<file path="src/rtl/proc_io_bridge.sv">
// Buffered I/O bridge between the processor's address-decoded I/O port and
// per-channel external sample streams, with one FIFO per channel and a processor stall.
module proc_io_bridge #(
  parameter int NBDATA = 28,
  parameter int NCHIN  = 4,
  parameter int NCHOUT = 4,
  parameter int NBAIN  = 2,
  parameter int NBAOUT = 2,
  parameter int FDEPTH = 4
) (
  input  logic                     clk,
  input  logic                     rst,
  input  logic [NCHIN*NBDATA-1:0]  ext_in_data,
  input  logic [NCHIN-1:0]         ext_in_valid,
  output logic [NCHIN-1:0]         ext_in_ready,
  output logic [NCHOUT*NBDATA-1:0] ext_out_data,
  output logic [NCHOUT-1:0]        ext_out_valid,
  input  logic [NCHOUT-1:0]        ext_out_ready,
  input  logic                     proc_req_in,
  input  logic [NBAIN-1:0]         addr_in,
  output logic [NBDATA-1:0]        proc_in_data,
  input  logic                     proc_out_en,
  input  logic [NBAOUT-1:0]        addr_out,
  input  logic [NBDATA-1:0]        proc_out_data,
  output logic                     proc_stall,
  output logic                     err_addr
);
  localparam int PW = $clog2(FDEPTH);
  localparam int CW = PW + 1;

  // Handshake: a word moves on a rising edge where valid and ready are both high;
  // ready never depends on valid, and the processor side is blocked via proc_stall.
  logic [31:0]       ain_i, aout_i;
  logic [NCHIN-1:0]  in_empty;
  logic [NBDATA-1:0] in_head [NCHIN];
  logic [NCHOUT-1:0] out_full;
  logic              in_rng, out_rng, rd_empty, wr_full;
  logic [NBDATA-1:0] rd_data;
  logic              err_addr_q, err_addr_d;

  assign ain_i  = 32'(addr_in);
  assign aout_i = 32'(addr_out);

  for (genvar k = 0; k < NCHIN; k++) begin : g_in
    logic [CW-1:0]     cnt_q, cnt_d;
    logic [PW-1:0]     wp_q, wp_d, rp_q, rp_d;
    logic [NBDATA-1:0] mem_q [FDEPTH];
    logic [NBDATA-1:0] mem_d [FDEPTH];
    logic              push, pop, full;

    // Ready comes from count alone, so a full FIFO refuses a push even during a pop.
    assign full            = (cnt_q == CW'(FDEPTH));
    assign in_empty[k]     = (cnt_q == '0);
    assign ext_in_ready[k] = ~full & rst;
    assign push            = ext_in_valid[k] & ext_in_ready[k];
    assign pop             = proc_req_in & (ain_i == 32'(k)) & ~in_empty[k];
    assign in_head[k]      = mem_q[rp_q];

    always_comb begin
      cnt_d = cnt_q;
      wp_d  = wp_q;
      rp_d  = rp_q;
      mem_d = mem_q;
      if (push) begin
        mem_d[wp_q] = ext_in_data[k*NBDATA +: NBDATA];
        wp_d        = wp_q + PW'(1);
      end
      if (pop) rp_d = rp_q + PW'(1);
      if (push && !pop)      cnt_d = cnt_q + CW'(1);
      else if (pop && !push) cnt_d = cnt_q - CW'(1);
    end

    always_ff @(posedge clk or negedge rst) begin
      if (!rst) begin
        cnt_q <= '0;
        wp_q  <= '0;
        rp_q  <= '0;
      end else begin
        cnt_q <= cnt_d;
        wp_q  <= wp_d;
        rp_q  <= rp_d;
      end
    end

    always_ff @(posedge clk) mem_q <= mem_d;
  end

  for (genvar k = 0; k < NCHOUT; k++) begin : g_out
    logic [CW-1:0]     cnt_q, cnt_d;
    logic [PW-1:0]     wp_q, wp_d, rp_q, rp_d;
    logic [NBDATA-1:0] mem_q [FDEPTH];
    logic [NBDATA-1:0] mem_d [FDEPTH];
    logic              push, pop;

    assign out_full[k]                        = (cnt_q == CW'(FDEPTH));
    assign ext_out_valid[k]                   = (cnt_q != '0);
    assign ext_out_data[k*NBDATA +: NBDATA]   = mem_q[rp_q];
    assign push = proc_out_en & (aout_i == 32'(k)) & ~out_full[k];
    assign pop  = ext_out_valid[k] & ext_out_ready[k];

    always_comb begin
      cnt_d = cnt_q;
      wp_d  = wp_q;
      rp_d  = rp_q;
      mem_d = mem_q;
      if (push) begin
        mem_d[wp_q] = proc_out_data;
        wp_d        = wp_q + PW'(1);
      end
      if (pop) rp_d = rp_q + PW'(1);
      if (push && !pop)      cnt_d = cnt_q + CW'(1);
      else if (pop && !push) cnt_d = cnt_q - CW'(1);
    end

    always_ff @(posedge clk or negedge rst) begin
      if (!rst) begin
        cnt_q <= '0;
        wp_q  <= '0;
        rp_q  <= '0;
      end else begin
        cnt_q <= cnt_d;
        wp_q  <= wp_d;
        rp_q  <= rp_d;
      end
    end

    always_ff @(posedge clk) mem_q <= mem_d;
  end

  // Decode the selected channels; an unmatched address leaves the defaults.
  always_comb begin
    rd_empty = 1'b1;
    rd_data  = '0;
    wr_full  = 1'b0;
    for (int i = 0; i < NCHIN; i++) begin
      if (ain_i == 32'(i)) begin
        rd_empty = in_empty[i];
        rd_data  = in_head[i];
      end
    end
    for (int i = 0; i < NCHOUT; i++) begin
      if (aout_i == 32'(i)) wr_full = out_full[i];
    end
  end

  assign in_rng       = (ain_i < 32'(NCHIN));
  assign out_rng      = (aout_i < 32'(NCHOUT));
  assign proc_in_data = (in_rng && !rd_empty) ? rd_data : '0;
  assign proc_stall   = rst & ((proc_req_in & in_rng & rd_empty) |
                               (proc_out_en & out_rng & wr_full));
  assign err_addr_d   = err_addr_q | (proc_req_in & ~in_rng) | (proc_out_en & ~out_rng);
  assign err_addr     = err_addr_q;

  always_ff @(posedge clk or negedge rst) begin
    if (!rst) err_addr_q <= 1'b0;
    else      err_addr_q <= err_addr_d;
  end
endmodule
</file>
<file path="config.mk">
export PLATFORM = sky130hd
export DESIGN_NAME = proc_io_bridge
export DESIGN_NICKNAME = d
export VERILOG_FILES = /design/src/rtl/proc_io_bridge.sv
export SDC_FILE = /design/constraint.sdc
export NUM_CORES = 1
export LEC_CHECK = 0
export BUFFER_PORTS_ARGS = -buffer_cell sky130_fd_sc_hd__buf_2
export CAP_MARGIN = 20
export CORE_MARGIN = 4
export CORE_UTILIZATION = 45
export DETAILED_ROUTE_END_ITERATION = 10
export PLACE_DENSITY = 0.74
export RECOVER_POWER = 50
export SLEW_MARGIN = 5
export SYNTH_ARGS = -nofsm -noshare
export SYNTH_HDL_FRONTEND = slang
export SYNTH_SLANG_ARGS = --single-unit
</file>
<file path="constraint.sdc">
create_clock -name clk -period 2.8 [get_ports clk]
set_input_delay 0.14 -clock clk [delete_from_list [all_inputs] [get_ports clk]]
set_output_delay 0.14 -clock clk [all_outputs]
set_load 0.1 [all_outputs]
</file>
# After elaboration in Yosys (flattened, before gate mapping)
# Cells that the tools add are included.
# classes
shift	0
order_cmp	26
n_div	0
eq_ne	14
addsub	32
multipliers	0
mux	77
n_reduce_logical	60
bitwise_logic	68
# ops
cell	n
112-bit bitwise mux	8
28-bit two-way mux	29
28-bit binary-select mux with 2-bit select	8
28-bit demux with 2-bit select	8
32-bit logical NOT	2
3-bit >= comparator, second input constant	16
3-bit two-way mux	16
2-bit inverter with 3-bit output	16
1-bit AND	35
2-bit by 1-bit adder with 2-bit output, second input constant	16
1-bit logical AND	25
3-bit by 1-bit adder with 3-bit output, second input constant	8
3-bit == test, second input constant	8
3-bit by 1-bit less-than comparator with 1-bit output, second input constant	8
3-bit by 1-bit subtractor with 3-bit output, second input constant	8
1-bit logical NOT	17
2-bit nonzero test	8
1-bit inverter	14
3-bit logical NOT	4
3-bit nonzero test	4
2-bit == test, second input constant	4
1-bit two-way mux	8
2-bit by 3-bit less-than comparator with 1-bit output, second input constant	2
2-bit by 1-bit == test with 1-bit output, second input constant	2
1-bit bitwise OR	3
# word_totals
in_bits	156
output_inout_bits	150
mem_bits_rw	0
regBits	953
mem_count	0
mem_bits_ro	0
latch_bits	0

# Longest topological paths before layout
# Gate-level depths: netlist of run 1.
# depth
word_depth	9
depth_mapped	10
depth_no_buf	9

# Least setup slack after synthesis of run 1
# No wires, ideal clock.
# synth_path
path_kind	register -> register
startpoint	reg g_in[2].cnt_q[0]
endpoint	reg g_in[2].cnt_q[2]
t_arrival_ns	3.451
stages_incl_launch_ff	10
required_time_ns	2.721
slack_ns	-0.730
path_buffers	0
synth_period_minus_slack_ns	3.530
path_cell_list	dfrtp_1 > nor2_1 > a21oi_1 > and2_0 > ha_1 > inv_1 > fa_1 > xor2_1 > nor2_1 > xor2_1
# synth_via
elab_chain_len	7
word_cells_on_any_way	16
cone_classes	add/sub (2); eq/ne (1); mux (2); bitwise (5); reduce/logical (6)
# synth_lines
item	line	source
start: declaration	45	logic [CW-1:0] cnt_q, cnt_d;
start signal: assignment	79	cnt_q <= cnt_d;
3-bit == test (*)	52	assign full = (cnt_q == CW'(FDEPTH));
1-bit inverter (*)	54	assign ext_in_ready[k] = ~full & rst;
1-bit AND (*)	54	
net ext_in_ready[2]	15	output logic [NCHIN-1:0] ext_in_ready,
1-bit AND (*)	55	assign push = ext_in_valid[k] & ext_in_ready[k];
net g_in[2].push	49	logic push, pop, full;
1-bit logical NOT	70	else if (pop && !push) cnt_d = cnt_q - CW'(1);
1-bit logical AND	70	
2-bit nonzero test (no line)	n/a	
# Mark *: on every way through the listed nets, which the timed path passes. The rest lies on a longest branch. The select of a mux whose other input is x is not followed.
# A chain may end at the register's enable or synchronous reset.

# Worst setup path after layout of run 1
# layout_path
startpoint	reg g_in[3].rp_q[0]
endpoint	out proc_in_data[6]
# layout_via
elab_chain_len	6
# layout_lines
item	line	source
start: declaration	46	logic [PW-1:0] wp_q, wp_d, rp_q, rp_d;
start signal: assignment	81	rp_q <= rp_d;
2-bit inverter with 3-bit output (not written as such)	57	assign in_head[k] = mem_q[rp_q];
28-bit binary-select mux with 2-bit select	57	
28-bit two-way mux (not written as such) (2 in a row)	57	
28-bit two-way mux	136	if (ain_i == 32'(i)) begin
28-bit two-way mux	148	assign proc_in_data = (in_rng && !rd_empty) ? rd_data : '0;
end: declaration	21	output logic [NBDATA-1:0] proc_in_data,
# No other way between the ends. The select of a mux whose other input is x is not followed.

==> results.yml, run 1 <==
yosys:
  synth_seq_area_share_pct: 78.14
  synth_ff_type: "edfxtp_1"
  avgSynthCellArea_um2: 23.09
  synth_edf_count: 896
  synthTopCellsByArea: "edfxtp_1 74%, mux4_2 14%, dfrtp_1 3.9%"
  yosys.area.top_type: "edfxtp_1"
  synth.distinct_cells: 42
  ys_ff_latch: 952
  yosysWarnings: 0
  synth_top_cell_area_share_pct: 74.27
  syn-instance-count: 1569
  synth_nets: 1773
  synth_area_mm2: 0.03623
  async_flop_share_pct: 5.882
critical_path:
  r2r_setup_slack_ps: 350
  critPathKind: "reg -> out"
  start_kind: "flip-flop"
  cp.arrival_ps: 2630
  max_stage_delay_ps: 550
  path_cells: "bufbuf_16 > mux4_2 > a22oi_1 > a21oi_1 > buf_4"
  reg2reg_to: "g_out[0].cnt_q[2]"
  reg2regPathDepth: 8
  crit_fanout: 11
  worstPathRequired_ps: 2660
  cp-end-kind: "output port"
  slowest_stage: "mux4_2"
  rr_startpoint: "g_out[0].cnt_q[0]"
placement:
  port_buffers: 304
  gp_congestion: 0.7676
  dpl_cell_area_mm2: 0.03966
  hpwl_um: 54470
pwr:
  p_seq_share_pct: 36.5
  switching_share_pct: 39.81
  vdd_drop_max_mv: 1.250
  p_int_uw: 30070
  p_leak_uw: 0.01482
  clkPwrFrac_pct: 24.8
  power_density_mw_per_mm2: 1122
  combPwrFrac_pct: 38.7
  switchingPower_uw: 19890
global_routing:
  antenna_found_initial: 12
  grt-ovfl-total: 0
  grt_pass1_wl_um: 127600
  grt_pass1_vias: 19378
  grt_max_degree: 58
  grt.total_usage_pct: 20.07
floorplan:
  dieArea_mm2: 0.08511
  coreArea_mm2: 0.07939
  dieHeight_um: 291.7
  ios: 306
  rows: 103
  start_util_pct: 45.63
  fp.dieW_um: 291.7
route:
  vias: 18279
  drtIter0Drc: 1425
  drt_wl_total_um: 86910
  viasPerCell: 5.556
  drc: 0
  drtPass1Iterations: 5
  postRouteAntennaNets: 0
  wl_per_cell_um: 26.42
final_layout:
  final_cell_mix: "896 x edfxtp_1, 224 x mux4_2, 168 x clkbuf_1"
  final_core_util_pct: 56.07
  final_common_cell: "edfxtp_1"
  n_fill_cell: 5846
  nets: 2356
  syn_to_final_growth_pct: 22.87
  drive_above_1_share_pct: 30.54
  final_area_mm2: 0.04451
hold_path:
  hold_path.startpoint: "addr_in[0]"
  hold_class: "in -> reg"
  min_to: "g_in[1].rp_q[0]"
  hold-path-cell-count: 4
clock_tree:
  tritoncts: "yes"
  cts.path.max_buffers: 3
  cts_sinks: 952
  cts_buffers: 92
  path_clk_slew_ps: 60
  cts-root-buf: "clkbuf_16"
  htreeDepth: 3
  insertion_delay_ps: 640
sta:
  clock_skew_ps: 26.08
  tightest_slew_ps: 800.7
  fmax_mhz: 361.6
  period_share_pct: 98.78
  final.setup.tns_ps: 0
  hold_viol_final: 0
  relSlewSlack_pct: 46.62
  setup_violations: 0
  report.final.slew_viol_count: 0
  period_needed_ps: 2766
flow_run:
  max_cap_violations: 0
run_status:
  status: "completed"
cell type report:
type,count,area (um^2),share of cell area [%]
Inverter,28,105.1,0.2361
Multi-Input combinational cell,525,7686,17.27
Timing Repair Buffer,553,3989,8.961
Tap cell,1050,1314,2.952
Antenna cell,10,25.02,0.05622
Clock buffer,123,2500,5.616
Sequential cell,952,28330,63.64
Clock inverter,49,564.3,1.268
worst max path at each step:
stage	from	end	slack [ps]	cells after the start
2_1_floorplan	g_in[2].cnt_q[0]	g_in[2].cnt_q[2]	-30	9
3_3_place_gp	g_out[0].cnt_q[1]	proc_stall	310	6
3_5_place_dp	g_out[1].cnt_q[1]	proc_stall	240	6
4_1_cts	g_in[0].rp_q[0]	proc_in_data[5]	2	5
5_1_grt	g_in[3].rp_q[0]	proc_in_data[6]	-30	5
6_report	g_in[3].rp_q[0]	proc_in_data[6]	30	5
power by group through the flow:
stage | logic (uW) | clock network [uW] | registers, uW
after detailed placement | 18600 | 0 | 18600
after floorplan | 15000 | 0 | 17900
after global placement | 18400 | 0 | 18400
final | 19300 | 12400 | 18200
after CTS | 19300 | 12600 | 18300
after global routing | 20100 | 13200 | 18400
cells in the mapped netlist, drive strengths merged, types with 13 or more instances:
master and instances:
nor2 17, a22oi 54, edfxtp 896, xnor2 31, xor2 17, ha 40, a21oi 34, inv 28
clkbuf 20, and2 21, dfrtp 56, buf 44, mux4 224, and3 16, mux2 13
worst max-delay path: cells and delay by family, from the launching register on:
kind                   cells  cell delay [ps]
AOI/OAI and AO/OA          2              420
buffers and inverters      2              570
DFF                        1              440
muxes                      1              550
cells by family (layout without fill, tap and decap cells):
group / after synthesis / in the layout / share of synthesized area [%]
buffers and inverters: 92 / 753 / 1.143
xor gates and xnor gates: 48 / 48 / 1.160
adders and majority gates: 48 / 48 / 1.824
DFF: 952 / 952 / 78.14
and+or+nand+nor: 89 / 89 / 1.337
muxes: 237 / 237 / 14.33
other: 1 / 11 / 0.01035
AOI/OAI and AO/OA: 102 / 102 / 2.055
repair_timing:
action | in CTS | in global routing
setup buffers | 7 | 10
endpoints found under the setup margin | 29 | 20
pin swaps | 2 | 3
hold endpoints to repair | 976 | 0
resized for setup | 52 | 21
cloned | 1 | 0
hold buffers | 154 | 0
sequential cells by signal (all words and copies together) (netlist names):
signal / cells
g_in.wp_q: 8
g_out.rp_q: 8
g_out.mem_q: 448
g_in.cnt_q: 12
g_in.rp_q: 8
g_out.cnt_q: 12
g_out.wp_q: 8
g_in.mem_q: 448
routing by layer:
metal	vias to the layer above	track usage (%)	share of wire [%]
met1	9582	25.13	36
met3	143	4.700	7.9
met2	804	35.29	53
met5	-	0	0.049
met4	8	5.630	2.7
li1	7742	-	-
stage by stage:
step / total power (uW) / setup WS (ps) / instances / hold WS (ps)
global placement: 36810 / 310.4 / 2936 / 348.3
global route: 51750 / -27.22 / 3286 / 34.20
finish: 49960 / 34.29 / 3290 / 30.86
CTS: 50130 / 1.893 / 3270 / 12.47
floorplan: 32900 / -26.15 / 1569 / -155.6
detailed placement: 37190 / 235.0 / 2936 / 354.2
Power figures use the tool's default switching activity.
==> inputs of run 2 (changes only) <==
--- a/config.mk
+++ b/config.mk
@@ -12,6 +12,7 @@
 export DETAILED_ROUTE_END_ITERATION = 10
 export PLACE_DENSITY = 0.74
 export RECOVER_POWER = 50
+export REMOVE_ABC_BUFFERS = 1
 export SLEW_MARGIN = 5
 export SYNTH_ARGS = -nofsm -noshare
 export SYNTH_HDL_FRONTEND = slang
==> run 2 against run 1 <==
  * The flow now finishes with violations (setup timing)
  * Highest routed layer unchanged
  * Largest power group unchanged
  * Global-route usage increased by 0.33 points
  * Via count rose by 1.2%
  * Critical path type unchanged
  * Power up 0.66%
==> results.yml, run 2 (same netlist as run 1, synthesis figures left out) <==
critical_path:
  path_cells: "buf_12 > mux4_2 > a22oi_1 > a21oi_1 > buf_2"
  start_kind: "flip-flop"
  cp-end-kind: "output port"
  worstPathRequired_ps: 2660
  cp.arrival_ps: 2710
  reg2regPathDepth: 10
  reg2reg_to: "g_in[0].cnt_q[2]"
  max_stage_delay_ps: 520
  cp_top_family: "compound AO/OA/AOI/OAI gates"
  slowest_stage: "mux4_2"
  crit_fanout: 15
  critPathBufInv: 2
  critPathLaunch: "g_in[1].rp_q[0]"
  critPathKind: "reg -> out"
  r2r_setup_slack_ps: 340
  rr_startpoint: "g_in[0].cnt_q[0]"
floorplan:
  ios: 306
  coreArea_mm2: 0.07939
  start_util_pct: 45.63
  rows: 103
  dieArea_mm2: 0.08511
  dieHeight_um: 291.7
  fp.dieW_um: 291.7
clock_tree:
  cts_buffers: 93
  cts_sinks: 952
  cts.path.max_buffers: 3
  path_clk_slew_ps: 60
  cts-root-buf: "clkbuf_16"
  tritoncts: "yes"
  htreeDepth: 3
  insertion_delay_ps: 660
sta:
  final.setup.tns_ps: -45.51
  tightest_slew_ps: 1060
  rsz0062_at_grt: "yes"
  hold_viol_final: 0
  period_needed_ps: 2846
  fin_ws_ps: -45.51
  period_share_pct: 101.6
  fmax_mhz: 351.4
  report.final.slew_viol_count: 0
  holdWs_ps: 64.77
  setup_violations: 1
  clock_skew_ps: 51.87
  relSlewSlack_pct: 29.34
route:
  drc: 0
  drtIter0Drc: 1757
  wl_per_cell_um: 26.94
  viasPerCell: 5.613
  postRouteAntennaNets: 0
  drt_wl_total_um: 88800
  drtPass1Iterations: 5
  vias: 18500
placement:
  gp_congestion: 0.7974
  hpwl_um: 52800
  port_buffers: 304
  dpl_worst_slack_ps: 476.4
pwr:
  switching_share_pct: 39.70
  power_density_mw_per_mm2: 1130
  p_leak_uw: 0.01487
  p_int_uw: 30330
  vdd_drop_max_mv: 1.247
  clkPwrFrac_pct: 25.3
  switchingPower_uw: 19960
  p_seq_share_pct: 35.7
  combPwrFrac_pct: 39.0
final_layout:
  syn_to_final_growth_pct: 22.89
  final_cell_mix: "896 x edfxtp_1, 224 x mux4_2, 179 x clkbuf_1"
  top_regs: "g_in.mem_q (448), g_out.mem_q (448)"
  final_common_cell: "edfxtp_1"
  nets: 2362
  drive_above_1_share_pct: 28.85
run_status:
  status: "complete, but fails checks"
  violations: "setup timing"
global_routing:
  grt_max_degree: 58
  antenna_found_initial: 7
  grt_pass1_vias: 19574
  grt.total_usage_pct: 20.40
  grt_pass1_wl_um: 129700
  grt-ovfl-total: 0
hold_path:
  hold_class: "in -> reg"
  hold_path.startpoint: "proc_out_en"
  min_to: "g_out[3].wp_q[0]"
  hold-path-cell-count: 4
flow_run:
  max_cap_violations: 0
-- run 2: cell types whose count changed in the layout (fill, tap and decap cells not counted), moves of 4 or more --
cell and change:
a21oi_1 +14, inv_6 +4, a21oi_2 -13, clkinv_2 -5, clkbuf_1 +11, buf_12 -4
buf_4 -6, buf_6 +7, dfrtp_1 +4, clkbuf_8 -4, a22oi_1 +9, a22oi_2 -9
-- run 2: cell type report --
class                           count  area (um^2)
Fill cell                        5856        34870
Sequential cell                   952        28320
Inverter                           28        105.1
Clock inverter                     48        640.6
Antenna cell                        7        17.52
Clock buffer                      128         2500
Timing Repair Buffer              558         4071
Tap cell                         1050         1314
Multi-Input combinational cell    525         7555
-- run 2: power groups by stage --
stage               Sequential, uW  Combinational, uW  Clock, uW
finish                       18000              19600      12700
global route                 18100              20400      13600
CTS                          17900              19700      12900
detailed placement           18200              19000          0
global placement             18100              18700          0
floorplan                    19000              13600          0
-- run 2: how the worst max path moves through the flow --
stage                  endpoint  cells after the start
2_1_floorplan  proc_in_data[26]                      4
3_3_place_gp   g_in[0].cnt_q[2]                     11
3_5_place_dp   g_in[0].cnt_q[2]                     11
4_1_cts        proc_in_data[21]                      6
5_1_grt         proc_in_data[4]                      5
6_report        proc_in_data[4]                      5
-- run 2: timing repair --
action / CTS / global route
setup endpoints to repair: 27 / 24
pin swaps: 0 / 1
gates cloned: 4 / 0
hold endpoints to repair: 978 / 0
resized for setup: 29 / 32
buffers inserted: 0 / 0
hold buffers: 155 / 0
-- run 2: layer usage --
metal | wire length [um] | global-route usage (%)
met5 | 11 | 0
met4 | 3302 | 7.127
met3 | 7331 | 4.693
met2 | 46120 | 35.27
met1 | 32040 | 25.52
-- run 2: worst register-to-register path, cell delays in order, from the launching register on --
cell and delay [ps]:
dfrtp_1 440, nor2_1 60, a21oi_1 160, clkbuf_1 330, and2_0 280, ha_1 220, inv_1 70, fa_1 390
xor2_1 180, nor2_1 110, xor2_1 140
-- run 2: through the flow --
step / utilization, % / std cells / cell area [um^2] / power (uW)
after floorplan: - / 1505 / 35920 / 32590
after global placement: 50.02 / 2954 / 39710 / 36770
after detailed placement: 50.02 / 2954 / 39710 / 37170
after CTS: 56.21 / 3289 / 44620 / 50510
after global routing: 56.06 / 3291 / 44510 / 52040
final: 56.08 / 3296 / 44520 / 50290
